**src/rtl/sdram_arbiter_pkg.sv**
```systemverilog
// Shared encodings for the two-port SDRAM arbiter: FSM states, grant one-hots, default widths.
package sdram_arbiter_pkg;

    localparam int DEF_ADDR_W = 22;
    localparam int DEF_DATA_W = 32;

    typedef enum logic [1:0] {
        IDLE    = 2'd0,
        GNT_A   = 2'd1,
        GNT_B   = 2'd2,
        RELEASE = 2'd3
    } arb_state_t;

    localparam logic [1:0] GRANT_NONE = 2'b00;
    localparam logic [1:0] GRANT_A    = 2'b01;
    localparam logic [1:0] GRANT_B    = 2'b10;

    function automatic logic [1:0] grant_of(input arb_state_t s);
        case (s)
            GNT_A:   grant_of = GRANT_A;
            GNT_B:   grant_of = GRANT_B;
            default: grant_of = GRANT_NONE;
        endcase
    endfunction

endpackage

```
**src/rtl/sdram_arb_timer.sv**
```systemverilog
// Grant-age counter: cleared to zero while clear is high, counts up while en, saturates.
// tc is high during the TC-th counted cycle, i.e. the last cycle a grant may still wait.
module sdram_arb_timer #(
    parameter int TC = 255,
    parameter int W  = $clog2(TC + 1)
) (
    input  logic clk,
    input  logic reset,
    input  logic clear,
    input  logic en,
    output logic tc
);

    logic [W-1:0] count;

    always_ff @(posedge clk or negedge reset) begin
        if (!reset) begin
            count <= '0;
        end else if (clear) begin
            count <= '0;
        end else if (en && (count != {W{1'b1}})) begin
            count <= count + 1'b1;
        end
    end

    assign tc = (count == W'(TC - 1));

endmodule

```
**src/rtl/sdram_arbiter.sv**
```systemverilog
// Arbitrates the single SDRAM controller port between CPU port A (rd/wr) and video port B (rd).
// Grant 1 cycle after request; acks forwarded combinationally; RELEASE+IDLE between grants.
module sdram_arbiter
    import sdram_arbiter_pkg::*;
#(
    parameter int ADDR_W      = DEF_ADDR_W,
    parameter int DATA_W      = DEF_DATA_W,
    parameter int MAX_B_BURST = 4,
    parameter int TIMEOUT     = 255
) (
    input  logic              clk,
    input  logic              reset,
    input  logic [ADDR_W-1:0] a_addr,
    input  logic [DATA_W-1:0] a_data_out,
    output logic [DATA_W-1:0] a_data_in,
    input  logic              a_req,
    input  logic              a_write,
    output logic              a_ready,
    output logic              a_done,
    input  logic [ADDR_W-1:0] b_addr,
    input  logic              b_req,
    output logic [DATA_W-1:0] b_data_in,
    output logic              b_ready,
    output logic [ADDR_W-1:0] sdram_addr,
    output logic [DATA_W-1:0] sdram_data_out,
    input  logic [DATA_W-1:0] sdram_data_in,
    output logic              sdram_req,
    output logic              sdram_write,
    input  logic              sdram_ready,
    input  logic              sdram_done,
    output logic [1:0]        grant,
    output logic              timeout_err
);

    localparam int SW = $clog2(MAX_B_BURST + 1);

    arb_state_t    state, state_nxt;
    logic [SW-1:0] b_streak, b_streak_nxt;
    logic          a_any, in_grant, ack, withdraw, tmr_tc, tmo;

    assign a_any    = a_req | a_write;
    assign in_grant = (state == GNT_A) || (state == GNT_B);

    always_comb begin
        sdram_req   = 1'b0;
        sdram_write = 1'b0;
        sdram_addr  = a_addr;
        case (state)
            GNT_A: begin
                sdram_write = a_write;
                sdram_req   = a_req & ~a_write;
            end
            GNT_B: begin
                sdram_req  = b_req;
                sdram_addr = b_addr;
            end
            default: ;
        endcase
    end

    assign sdram_data_out = a_data_out;
    assign a_data_in      = sdram_data_in;
    assign b_data_in      = sdram_data_in;

    assign a_ready = (state == GNT_A) & sdram_req & sdram_ready;
    assign a_done  = (state == GNT_A) & sdram_write & sdram_done;
    assign b_ready = (state == GNT_B) & sdram_req & sdram_ready;
    assign ack     = a_ready | a_done | b_ready;

    // A dropped request ends the grant without waiting for the controller.
    assign withdraw = ((state == GNT_A) & ~a_any) | ((state == GNT_B) & ~b_req);
    assign tmo      = in_grant & tmr_tc & ~ack & ~withdraw;

    sdram_arb_timer #(
        .TC (TIMEOUT)
    ) u_timer (
        .clk   (clk),
        .reset (reset),
        .clear (~in_grant),
        .en    (in_grant),
        .tc    (tmr_tc)
    );

    always_comb begin
        state_nxt    = state;
        b_streak_nxt = b_streak;
        case (state)
            IDLE: begin
                if (!a_any) begin
                    b_streak_nxt = '0;
                end
                // B may only starve A for MAX_B_BURST consecutive grants.
                if (b_req && ((b_streak < SW'(MAX_B_BURST)) || !a_any)) begin
                    state_nxt = GNT_B;
                    if (a_any) begin
                        b_streak_nxt = b_streak + 1'b1;
                    end
                end else if (a_any) begin
                    state_nxt    = GNT_A;
                    b_streak_nxt = '0;
                end
            end
            GNT_A, GNT_B: begin
                if (ack || withdraw || tmr_tc) begin
                    state_nxt = RELEASE;
                end
            end
            default: state_nxt = IDLE;
        endcase
    end

    always_ff @(posedge clk or negedge reset) begin
        if (!reset) begin
            state       <= IDLE;
            b_streak    <= '0;
            grant       <= GRANT_NONE;
            timeout_err <= 1'b0;
        end else begin
            state       <= state_nxt;
            b_streak    <= b_streak_nxt;
            grant       <= grant_of(state_nxt);
            timeout_err <= tmo;
        end
    end

endmodule

```
**config.mk**
```make
export PLATFORM = sky130hd
export DESIGN_NAME = sdram_arbiter
export DESIGN_NICKNAME = d
export VERILOG_FILES = /design/src/rtl/sdram_arbiter_pkg.sv /design/src/rtl/sdram_arb_timer.sv /design/src/rtl/sdram_arbiter.sv
export SDC_FILE = /design/constraint.sdc
export NUM_CORES = 1
export LEC_CHECK = 0
export ABC_CLOCK_PERIOD_IN_PS = 4200
export BUFFER_PORTS_ARGS = -buffer_cell sky130_fd_sc_hd__buf_2
export CAP_MARGIN = 40
export CORE_AREA = 2 2 93 95
export DETAILED_ROUTE_END_ITERATION = 6
export DIE_AREA = 0 0 95 97
export MAX_ROUTING_LAYER = met4
export PLACE_DENSITY = 0.69
export SYNTH_ARGS = -nofsm -noshare
export SYNTH_HDL_FRONTEND = slang
export SYNTH_HIERARCHICAL = 1
export SYNTH_SLANG_ARGS = --single-unit
```
**constraint.sdc**
```tcl
create_clock -name clk -period 4.2 [get_ports clk]
set_input_delay 0.84 -clock clk [delete_from_list [all_inputs] [get_ports clk]]
set_output_delay 0.84 -clock clk [all_outputs]
set_load 0.02 [all_outputs]
```
== Yosys cells after proc, flatten, opt, wreduce, memory -nomap -nowiden ==
Index checks and enable logic that the tools add are counted.

* Bitwise logic cells: 21
* Equality and inequality tests: 7
* Shifts and indexed selects: 0
* Reduce and logical (&&, ||, !) cells: 9
* Mux-type cells: 12
* Div/mod/pow operators: 0
* Add/sub/neg operators: 2
* $mul: 0
* Magnitude comparators: 1

{| class="wikitable"
|+ Operators by type and width
! kind !! number
|-
| two-way mux 22 bit || 1
|-
| two-way mux 8 bit || 2
|-
| bitwise AND 1 bit || 12
|-
| adder 8 x 1 -> 8 bit, second input constant || 1
|-
| equality test 8 bit, second input constant || 1
|-
| inequality test 8 bit, second input constant || 1
|-
| case mux 2 bit (2 select lines) || 2
|-
| two-way mux 2 bit || 3
|-
| two-way mux 3 bit || 2
|-
| inverter 1 bit || 5
|-
| equality test 2 x 1 -> 1 bit, second input constant || 2
|-
| equality test 2 bit, second input constant || 2
|-
| logical OR 1 bit || 4
|-
| bitwise OR 1 bit || 4
|-
| adder 3 x 1 -> 3 bit, second input constant || 1
|-
| < comparator 3 bit, second input constant || 1
|-
| logical AND 1 bit || 2
|-
| zero test 2 bit || 1
|-
| inequality test 2 x 1 -> 1 bit, second input constant || 1
|-
| case mux 1 bit (2 select lines) || 1
|-
| OR reduction 2 bit || 1
|-
| zero test 1 bit || 1
|-
| two-way mux 1 bit || 1
|}

* Input port bits: 115
* Memory bits (writable): 0
* Logic and storage cells: 57
* Bits in registers: 16
* Output and inout bits: 126
* Bits in latches: 0
* Memory bits (read-only): 0
* Memories kept: 0

== Depth between registers and ports, before layout ==
Gate-level depths: netlist (run 1).

* Depth in word-level cells: 13
* Depth in mapped cells: 7
* Mapped depth without buffers: 6

== Hierarchy ==
The synthesis (run 1) kept the hierarchy.

{| class="wikitable"
|+ By module, submodules not included
! module !! times used !! area each (um^2) !! sequential area each (um^2) !! cells each
|-
| sdram_arbiter || 1 || 1527.7 || 200.2 || 180
|-
| sdram_arb_timer || 1 || 495.5 || 200.2 || 53
|}

== Least setup slack after synthesis (run 1) ==
No wires, ideal clock.

* Path kind: in2out
* Start point: in a_write
* End point: out a_ready
* Data required time: 3360 ps
* Stages: 3
* Setup slack: 1596 ps
* Arrival: 1764 ps
* Buffers on the path: 0
* Cells stage by stage: nand3b_1 a21oi_1 and3_1

* Word-level cells in the longest chain between the ends: 5

{| class="wikitable"
|+ RTL lines
! element !! line !! RTL
|-
| start: declaration || sdram_arbiter.sv:17 || <nowiki>input logic a_write,</nowiki>
|-
| inverter 1 bit || sdram_arbiter.sv:51 || <nowiki>sdram_req = a_req & ~a_write;</nowiki>
|-
| bitwise AND 1 bit || sdram_arbiter.sv:51 ||
|-
| case mux 1 bit (2 select lines) || sdram_arbiter.sv:48 || <nowiki>case (state)</nowiki>
|-
| net sdram_req || sdram_arbiter.sv:27 || <nowiki>output logic sdram_req,</nowiki>
|-
| bitwise AND 1 bit (2 in a row) || sdram_arbiter.sv:65 || <nowiki>assign a_ready = (state == GNT_A) & sdram_req & sdram_ready;</nowiki>
|-
| end: declaration || sdram_arbiter.sv:18 || <nowiki>output logic a_ready,</nowiki>
|}

The timed path passes the listed nets, and every way through them passes these cells.

== Worst setup path after layout (run 1) ==
* Start point: reg state[1]
* End point: out a_ready

* Word-level cells in the longest chain between the ends: 4
* Elaborated cells between the ends (all ways): 5
* Classes of those cells: eq/ne (2); mux (1); bitwise (2)

{| class="wikitable"
|+ RTL lines
! element !! line !! RTL
|-
| start: declaration || sdram_arbiter.sv:37 || <nowiki>arb_state_t state, state_nxt;</nowiki>
|-
| start signal: assignment || sdram_arbiter.sv:119 || <nowiki>state <= state_nxt;</nowiki>
|-
| equality test 2 bit / equality test 2 x 1 -> 1 bit (equally long branches) || sdram_arbiter.sv:48, sdram_arbiter.sv:65 ||
|-
| case mux 1 bit (2 select lines) || sdram_arbiter.sv:48 ||
|-
| bitwise AND 1 bit (*) (2 in a row) || sdram_arbiter.sv:65 ||
|}

Every way passes the cells marked *; elsewhere a longest branch is shown, timed or not.

==> results of run 1 <==
-- cells by family after synthesis --
| kind of cell | share of synthesized area |
|---|---|
| compound gates | 0.101 |
| fa+ha+maj | 0.0557 |
| buf+inv | 0.395 |
| flops | 0.198 |
| mux | 0.135 |
| simple gates | 0.116 |
-- where the power goes --
part | total, mW | switching [mW] | internal, mW
Clock | 0.137 | 0.0541 | 0.0832
Sequential | 0.221 | 0.0335 | 0.188
Combinational | 0.699 | 0.423 | 0.276
-- per-stage QoR --
| stage | hold slack (ns) | instance area, um2 | setup slack [ns] |
|---|---|---|---|
| after floorplan | 0.510 | 2020 | 1.60 |
| after global placement | 0.522 | 1800 | 1.28 |
| after detailed placement | 0.530 | 1810 | 1.19 |
| after CTS | 0.504 | 1870 | 0.906 |
| after global routing | 0.529 | 1870 | 0.717 |
| final | 0.501 | 1870 | 0.917 |
-- synth_stat cells (all sizes together) (2+ instances only) --
cell type,n
a211oi,3
a21oi,8
and3,7
buf,100
clkbuf,4
dfrtp,16
ha,9
inv,11
mux2,24
nand2,7
nand3,5
nand4,2
nor2,3
nor3,6
o21ai,4
o22ai,2
o31ai,3
-- per-layer routing --
| layer | part of all wire | wire length [um] | vias to the layer above | track usage |
|---|---|---|---|---|
| met5 | 0 | 0 | - | - |
| met3 | 0.13 | 836 | 2 | 0.0857 |
| met4 | 0.0013 | 8 | 0 | 0.0145 |
| met2 | 0.53 | 3290 | 136 | 0.236 |
| met1 | 0.33 | 2070 | 659 | 0.140 |
| li1 | - | - | 658 | - |
-- layout make-up --
| type | count | area (um2) | area share |
|---|---|---|---|
| Tap cell | 105 | 131 | 0.0703 |
| Multi-Input combinational cell | 102 | 825 | 0.441 |
| Clock buffer | 4 | 55.1 | 0.0295 |
| Sequential cell | 16 | 400 | 0.214 |
| Inverter | 11 | 41.3 | 0.0221 |
| Timing Repair Buffer | 81 | 415 | 0.222 |
-- worst paths after layout --
kind                             start               end  cells after the start
setup / recovery              state[1]           a_ready                      6
hold / removal                   reset          state[0]                      1
setup reg to reg              state[0]          grant[1]                      6
hold reg to reg            b_streak[1]       b_streak[1]                      2
max in group asynchronous        reset  u_timer/count[5]                      1
min in group clk           b_streak[1]       b_streak[1]                      2
-- critical path, cell delays in order (launching register included) --
cell     delay [ns]
dfrtp_1        0.47
inv_1          0.12
ha_1           0.60
inv_1          0.32
a21oi_1        0.29
and3_1         0.22
buf_2          0.17
-- flip-flops by register name, summed over array words and instances, names as in the netlist --
name / count
u_timer/count: 8
b_streak: 3
grant: 2
state: 2
timeout_err: 1
==> flow_summary_export.csv, run 1 <==
group,metric,value,unit
run_status,status,"complete, no violations",
floorplan,pin_count,241,
clocking,cts_buffers,3,
yosys,ys_dominant_reg_cell,"dfrtp_1",
floorplan,coreArea,0.00813,mm2
clocking,holdBufCountCts,0,
pwr,vdd_drop_max,0.190,mV
yosys,synth_top_cell_by_area,"buf_4",
floorplan,num_rows,33,
detailed_routing,wl_per_cell,19.5,um
pwr,total_power,1.06,mW
worst_setup_path,path_class,"register to primary output",
detailed_routing,drc,0,
yosys,syn_inst,233,
worst_setup_path,crit_fanout,15,
place,place.detailed.hpwl,5380,um
cells_and_area,areaGrowthSynthToFinish,-7.67,%
sta,drv_slew,0,
yosys,ys_warn_count,6,
run,drv_cap,0,
yosys,ys_ff_latch,16,
cells_and_area,drive_above_1_share,0.537,
clocking,path_clk_slew,0.06,ns
yosys,ys_types,43,
clocking,postCtsSetupBuffers,0,
clocking,cts_root_buffer,"clkbuf_8",
sta,fin_worst_skew,0.00332,ns
cells_and_area,fin_nets,339,
detailed_routing,first_iter_violations,94,
yosys,synth-edff-count,0,
sta,fin_crit_sh,0.782,
sta,fin_crit,3.28,ns
yosys,async_flop_share,1.00,
floorplan,dieArea,0.00922,mm2
global_routing,grt_pass1_wl,9340,um
clocking,clk_latency,0.25,ns
yosys,avgSynthCellArea,8.68,um2
clocking,cts_tree,"built",
cells_and_area,final_common_cell,"buf_2",
worst_setup_path,start_kind,"register",
pwr,p_leak,0.924,nW
clocking,cts_buffer_depth,2,
sta,maxSlewHeadroom,0.685,
cells_and_area,layout_common_cells,"buf_2, mux2_2, dfrtp_1, inv_1, ha_1",
clocking,cts_resized,0,
place,portBuffers,80,
yosys,synth_fp_nets,357,
pwr,p_per_area,566,mW/mm2
yosys,ys_seq_area_frac,0.198,
sta,final-setup-viol-count,0,
floorplan,die_w,95,um
cells_and_area,fillers,898,
worst_setup_path,worstPathRequired,3.36,ns
worst_setup_path,rrSetupSlack,1.71,ns
yosys,yosys-top-cells-area,"buf_4, dfrtp_1, mux2_2",
detailed_routing,wl,6210,um
sta,rsz0062_at_grt,"false",
sta,timing.setup.tns,0,ns
floorplan,start_util,0.249,
cells_and_area,fin_cells,319,
min_path,min_path_type,"input port to async pin",
global_routing,grt_use_total,0.139,
global_routing,grt_max_degree,23,
cells_and_area,final_util,0.230,
clocking,clock-sinks,16,
sta,clock.fmax,305,MHz
worst_setup_path,cp-end-kind,"primary output",
clocking,h-tree-depth,1,
place,routabilityCongestion,0.915,
place,placed_cells,315,
floorplan,die_y,97,um
cells_and_area,n_antenna_cell,0,
detailed_routing,drt_first_pass_iters,4,
detailed_routing,ant_nets,0,
yosys,syn_area,0.00202,mm2
detailed_routing,vias,1455,
global_routing,antenna_found_initial,0,
worst_setup_path,cp_data_arrival_time,2.44,ns
sta,tightest_slew,0.473,ns
detailed_routing,via_per_inst,4.56,
sta,finalHoldViolations,0,
global_routing,first_global_vias,1556,
global_routing,globalRoute.totalOverflow,0,
yosys,synth_top_area_frac,0.360,
Note: power is estimated with default switching activity, not from simulation.
==> run 2, diff against run 1 <==
ABC_AREA = 1   (was default)
ABC_CLOCK_PERIOD_IN_PS = 2750   (was 4200)
PLACE_DENSITY = 0.72   (was 0.69)
clock period = 2.75 ns   (was 4.2 ns; I/O delays follow)
==> run 2 against run 1 <==
Effect of this change: sequential share of layout area is 0.59 points lower; routed wire length shrank 19%; critical path depth is 1 lower; worst setup slack got worse by 0.61 ns; largest power group unchanged; highest routed layer unchanged; global-route usage fell by 3.4 points; clock skew decreased by 0.0018 ns; via count rose by 2.2%.
==> flow_summary_export.csv, run 2 <==
group,metric,value,unit
yosys,async_flop_share,1.00,
detailed_routing,ant_nets,0,
pwr,p_per_area,813,mW/mm2
global_routing,first_global_vias,1479,
clocking,cts_root_buffer,"clkbuf_8",
floorplan,num_rows,33,
cells_and_area,areaGrowthSynthToFinish,-6.63,%
yosys,ys_ff_latch,16,
yosys,synth-edff-count,0,
yosys,yosys-top-cells-area,"buf_4, dfrtp_1, mux2_1",
run,drv_cap,0,
yosys,synth_fp_nets,391,
cells_and_area,reg_top3,"u_timer/count x8, b_streak x3",
yosys,synth_simple_gate_area_share,0.183,
yosys,synth_xor_area_frac,0.0128,
clocking,holdBufCountCts,0,
global_routing,antenna_found_initial,0,
yosys,ys_warn_count,6,
clocking,h-tree-depth,1,
sta,tightest_slew,0.355,ns
yosys,synthAdderAreaFrac,0.0547,
worst_setup_path,rrSetupSlack,0.87,ns
sta,timing.setup.tns,0,ns
yosys,synth.most_common_cell,"buf_4",
sta,maxSlewHeadroom,0.763,
global_routing,globalRoute.totalOverflow,0,
sta,fin_worst_skew,0.00156,ns
cells_and_area,top_register,"u_timer/count",
cells_and_area,n_antenna_cell,0,
global_routing,grt_max_degree,24,
worst_setup_path,start_kind,"register",
detailed_routing,wl_per_cell,14.1,um
clocking,cts_buffers,3,
yosys,syn_area,0.00206,mm2
detailed_routing,via_per_inst,4.14,
yosys,muxShareOfSynthArea,0.125,
global_routing,grt_use_total,0.105,
cells_and_area,final_util,0.236,
clocking,postCtsSetupBuffers,0,
min_path,min_path_type,"input port to async pin",
floorplan,coreArea,0.00813,mm2
worst_setup_path,r2r_start,"state[0]",
place,routabilityCongestion,0.836,
floorplan,start_util,0.253,
worst_setup_path,cp_data_arrival_time,1.89,ns
clocking,clk_latency,0.26,ns
pwr,p_leak,1.04,nW
worst_setup_path,crit_fanout,23,
worst_setup_path,timing.rr.end,"grant[0]",
floorplan,die_y,97,um
yosys,synthTopCellsByCount,"buf_4, nand2_1, inv_1, mux2_1",
global_routing,grt_pass1_wl,7220,um
floorplan,die_w,95,um
worst_setup_path,path_class,"register to primary output",
sta,final-setup-viol-count,0,
floorplan,dieArea,0.00922,mm2
cells_and_area,drive_above_1_share,0.398,
sta,rsz0062_at_grt,"false",
run_status,status,"complete, no violations",
yosys,synth-compound-area-share,0.0189,
yosys,synth_top_family_by_area,"buffers and inverters",
floorplan,pin_count,241,
yosys,syn_inst,267,
clocking,cts_resized,0,
cells_and_area,layout_common_cells,"buf_2, nand2_1, inv_1, mux2_1",
worst_setup_path,worst-r2r-cell-count,11,
sta,clock.fmax,410,MHz
cells_and_area,final_common_cell,"buf_2",
detailed_routing,wl,5050,um
sta,fin_crit,2.44,ns
cells_and_area,fin_nets,379,
clocking,clock-sinks,16,
pwr,total_power,1.56,mW
cells_and_area,fillers,890,
detailed_routing,drt_first_pass_iters,4,
detailed_routing,drc,0,
yosys,ys_dominant_reg_cell,"dfrtp_1",
yosys,avgSynthCellArea,7.70,um2
worst_setup_path,worstPathRequired,2.20,ns
detailed_routing,vias,1487,
sta,finalHoldViolations,0,
yosys,synth_top_area_frac,0.350,
pwr,vdd_drop_max,0.288,mV
sta,fin_crit_sh,0.887,
yosys,ys_types,27,
place,portBuffers,80,
worst_setup_path,cp-end-kind,"primary output",
clocking,path_clk_slew,0.06,ns
yosys,ys_seq_area_frac,0.195,
detailed_routing,first_iter_violations,77,
yosys,synth_top_cell_by_area,"buf_4",
sta,drv_slew,0,
clocking,cts_tree,"built",
place,place.detailed.hpwl,4330,um
clocking,cts_buffer_depth,2,
cells_and_area,largest_reg_flops,8,
run 2: changes by cell type in the layout (fill, tap and decap cells not counted), sizes merged, moves of 6 or more:
cell / previous run / this run
and3: 7 / 0
a21oi: 8 / 2
nor2: 3 / 20
nand3: 5 / 13
nand2: 7 / 46
nor3: 6 / 0
inv: 11 / 26
run 2: how the worst max path moves through the flow:
stage / startpoint / depth (start not counted) / to
floorplan: state[0] / 4 / sdram_addr[10]
global placement: state[0] / 5 / sdram_addr[15]
detailed placement: state[0] / 5 / sdram_addr[15]
CTS: state[0] / 5 / sdram_addr[15]
global route: state[0] / 5 / sdram_addr[15]
finish: state[0] / 5 / sdram_addr[15]
run 2: logic make-up (layout without fill, tap and decap cells):
family                     after synthesis  in the layout
AOI/OAI and AO/OA                        7              7
and+or+nand+nor                         82             82
xor gates and xnor gates                 3              3
DFF                                     16             16
adders and majority gates                9              9
buffers and inverters                  127            114
muxes                                   23             23
run 2: cell type report:
cell class / instances / area [um2] / area share
Sequential cell: 16 / 400 / 0.208
Inverter: 29 / 114 / 0.0593
Timing Repair Buffer: 81 / 408 / 0.212
Tap cell: 105 / 131 / 0.0684
Multi-Input combinational cell: 124 / 812 / 0.423
Clock buffer: 4 / 55.1 / 0.0287
run 2: worst max-delay path, stage by stage (launching register included):
cell,delay (ns)
dfrtp_1,0.42
inv_1,0.16
ha_1,0.17
buf_4,0.29
mux2_1,0.41
buf_2,0.18
run 2: per-layer routing:
metal	routed length, um	global-route usage
met1	1780	0.104
met5	0	-
met4	93	0.0446
met3	689	0.0444
met2	2480	0.177
run 2: per-stage QoR:
stage / cells / setup WS (ns) / cell area [um2] / hold WS [ns]
floorplan: 267 / 0.797 / 2060 / 0.254
global placement: 355 / 0.628 / 1870 / 0.464
detailed placement: 355 / 0.573 / 1870 / 0.477
CTS: 359 / 0.282 / 1920 / 0.200
global route: 359 / 0.214 / 1920 / 0.209
finish: 359 / 0.310 / 1920 / 0.189
run 2: report_power, final:
group	switching [mW]	leakage [nW]	internal [mW]
sequential	0.0374	0.216	0.284
clock	0.0879	0.0288	0.127
combinational	0.672	0.800	0.353
total	0.797	1.04	0.764
==> run 3, diff against run 2 <==
PLACE_DENSITY = default   (was 0.72)
PLACE_DENSITY_LB_ADDON = 0.15   (was default)
==> run 3 against run 2 <==
Effect of this change: register-to-register slack better by 0.05 ns; via count is 5.1% lower; non-clock buffer count unchanged; worst hold slack gained 0.033 ns; critical path type unchanged; largest cell class unchanged.
==> flow_summary_export.csv, run 3 (synthesized netlist as in run 2, its figures left out) <==
group,metric,value,unit
run_status,status,"complete, no violations",
sta,tightest_slew,0.409,ns
floorplan,dieArea,0.00922,mm2
sta,timing.setup.tns,0,ns
floorplan,coreArea,0.00813,mm2
floorplan,pin_count,241,
detailed_routing,vias,1411,
global_routing,antenna_found_initial,0,
place,portBuffers,80,
worst_setup_path,cp_data_arrival_time,1.81,ns
global_routing,grt_use_total,0.0901,
clocking,holdBufCountCts,0,
global_routing,first_global_vias,1379,
worst_setup_path,crit_buf_inv,3,
clocking,clock-sinks,16,
worst_setup_path,cp_slowest_cell,"dfrtp_1",
sta,maxSlewHeadroom,0.727,
clocking,h-tree-depth,1,
sta,hold_slack,0.222,ns
floorplan,die_y,97,um
worst_setup_path,crit_fanout,23,
cells_and_area,areaGrowthSynthToFinish,-6.63,%
floorplan,start_util,0.253,
sta,fin_worst_skew,0.00131,ns
detailed_routing,ant_nets,0,
clocking,cts_buffer_depth,2,
place,placed_cells,355,
detailed_routing,wl,4320,um
pwr,power_frac_clock,0.139,
cells_and_area,fin_nets,379,
detailed_routing,drc,0,
min_path,min_path_type,"input port to async pin",
cells_and_area,final_common_cell,"buf_2",
detailed_routing,via_per_inst,3.93,
run,drv_cap,0,
pwr,p_per_area,798,mW/mm2
worst_setup_path,cp-end-kind,"primary output",
cells_and_area,fin_cells,359,
sta,finalHoldViolations,0,
place,place.detailed.hpwl,3600,um
clocking,cts_buffers,3,
cells_and_area,largest_reg_flops,8,
detailed_routing,first_iter_violations,52,
sta,clock.fmax,424,MHz
sta,drv_slew,0,
cells_and_area,fillers,931,
sta,rsz0062_at_grt,"false",
cells_and_area,reg_top3,"u_timer/count x8, b_streak x3",
worst_setup_path,critPathTopFamily,"buffers and inverters",
pwr,power.share.combinational,0.652,
cells_and_area,drive_above_1_share,0.398,
clocking,clk_latency,0.25,ns
cells_and_area,n_antenna_cell,0,
global_routing,globalRoute.totalOverflow,0,
clocking,cts_root_buffer,"clkbuf_8",
pwr,seqPwrFrac,0.208,
pwr,swShare,0.503,
sta,fin_crit_sh,0.857,
floorplan,die_w,95,um
worst_setup_path,start_kind,"register",
worst_setup_path,startpoint,"state[0]",
place,routabilityCongestion,0.765,
sta,final-setup-viol-count,0,
detailed_routing,drt_first_pass_iters,3,
worst_setup_path,slowest_delay,0.41,ns
pwr,total_power,1.53,mW
worst_setup_path,r2r_start,"state[0]",
sta,fin_crit,2.36,ns
pwr,internal-power,0.761,mW
worst_setup_path,worstPathRequired,2.20,ns
pwr,vdd_drop_max,0.263,mV
clocking,path_clk_slew,0.07,ns
worst_setup_path,path_class,"register to primary output",
pwr,switchingPower,0.771,mW
worst_setup_path,worstPathCellList,"inv_1, ha_1, buf_4, mux2_2, buf_2",
cells_and_area,layout_common_cells,"buf_2, nand2_1, inv_1, mux2_1",
global_routing,grt_pass1_wl,6490,um
global_routing,grt_max_degree,24,
floorplan,num_rows,33,
cells_and_area,top_register,"u_timer/count",
pwr,p_leak,1.04,nW
clocking,postCtsSetupBuffers,0,
clocking,cts_resized,0,
detailed_routing,wl_per_cell,12.0,um
clocking,cts_tree,"built",
## run 3: worst reg2reg max path: stages, from the launching register on
cell and delay, ns:
dfrtp_1 0.40, inv_1 0.12, ha_1 0.52, nand3_1 0.16, nand2_1 0.15, nor2_2 0.05, nand3_1 0.06, nand2_1 0.05
nand2_1 0.09, nand2_1 0.07, nor2_1 0.10
## run 3: metal layers
metal	track usage	vias to the layer above	part of all wire
met2	0.164	89	0.50
met1	0.0908	613	0.37
met4	0.0212	0	0.0088
met3	0.0312	4	0.12
met5	-	-	0
li1	-	705	-
## run 3: path summary, 6_finish.rpt
check	slack, ns	to	depth (start not counted)
max	0.39	sdram_addr[21]	5
min	0.22	u_timer/count[5]	1
max reg2reg	0.92	grant[0]	10
min reg2reg	0.48	b_streak[0]	1
max in group asynchronous	2.24	grant[0]	1
min in group clk	0.48	b_streak[0]	1
## run 3: final cells by class
cell class / count / area [um2] / share of cell area
timing repair buffer: 81 / 408 / 0.212
multi-input combinational: 124 / 812 / 0.423
clock buffer: 4 / 55.1 / 0.0287
sequential: 16 / 400 / 0.208
tap: 105 / 131 / 0.0684
inverter: 29 / 114 / 0.0593
## run 3: metrics by stage
step,util,area (um2),worst slack [ns]
2_1_floorplan,-,2060,0.797
3_3_place_gp,0.229,1870,0.671
3_5_place_dp,0.229,1870,0.652
4_1_cts,0.236,1920,0.369
5_1_grt,0.236,1920,0.279
6_report,0.236,1920,0.394
## run 3: power groups by stage
stage          registers, mW  clock network [mW]  logic (mW)
6_report               0.319               0.213       0.999
5_1_grt                0.326               0.238        1.12
4_1_cts                0.319               0.226        1.02
3_5_place_dp           0.324                   0        1.01
3_3_place_gp           0.324                   0        1.03
2_1_floorplan          0.330                   0       0.921
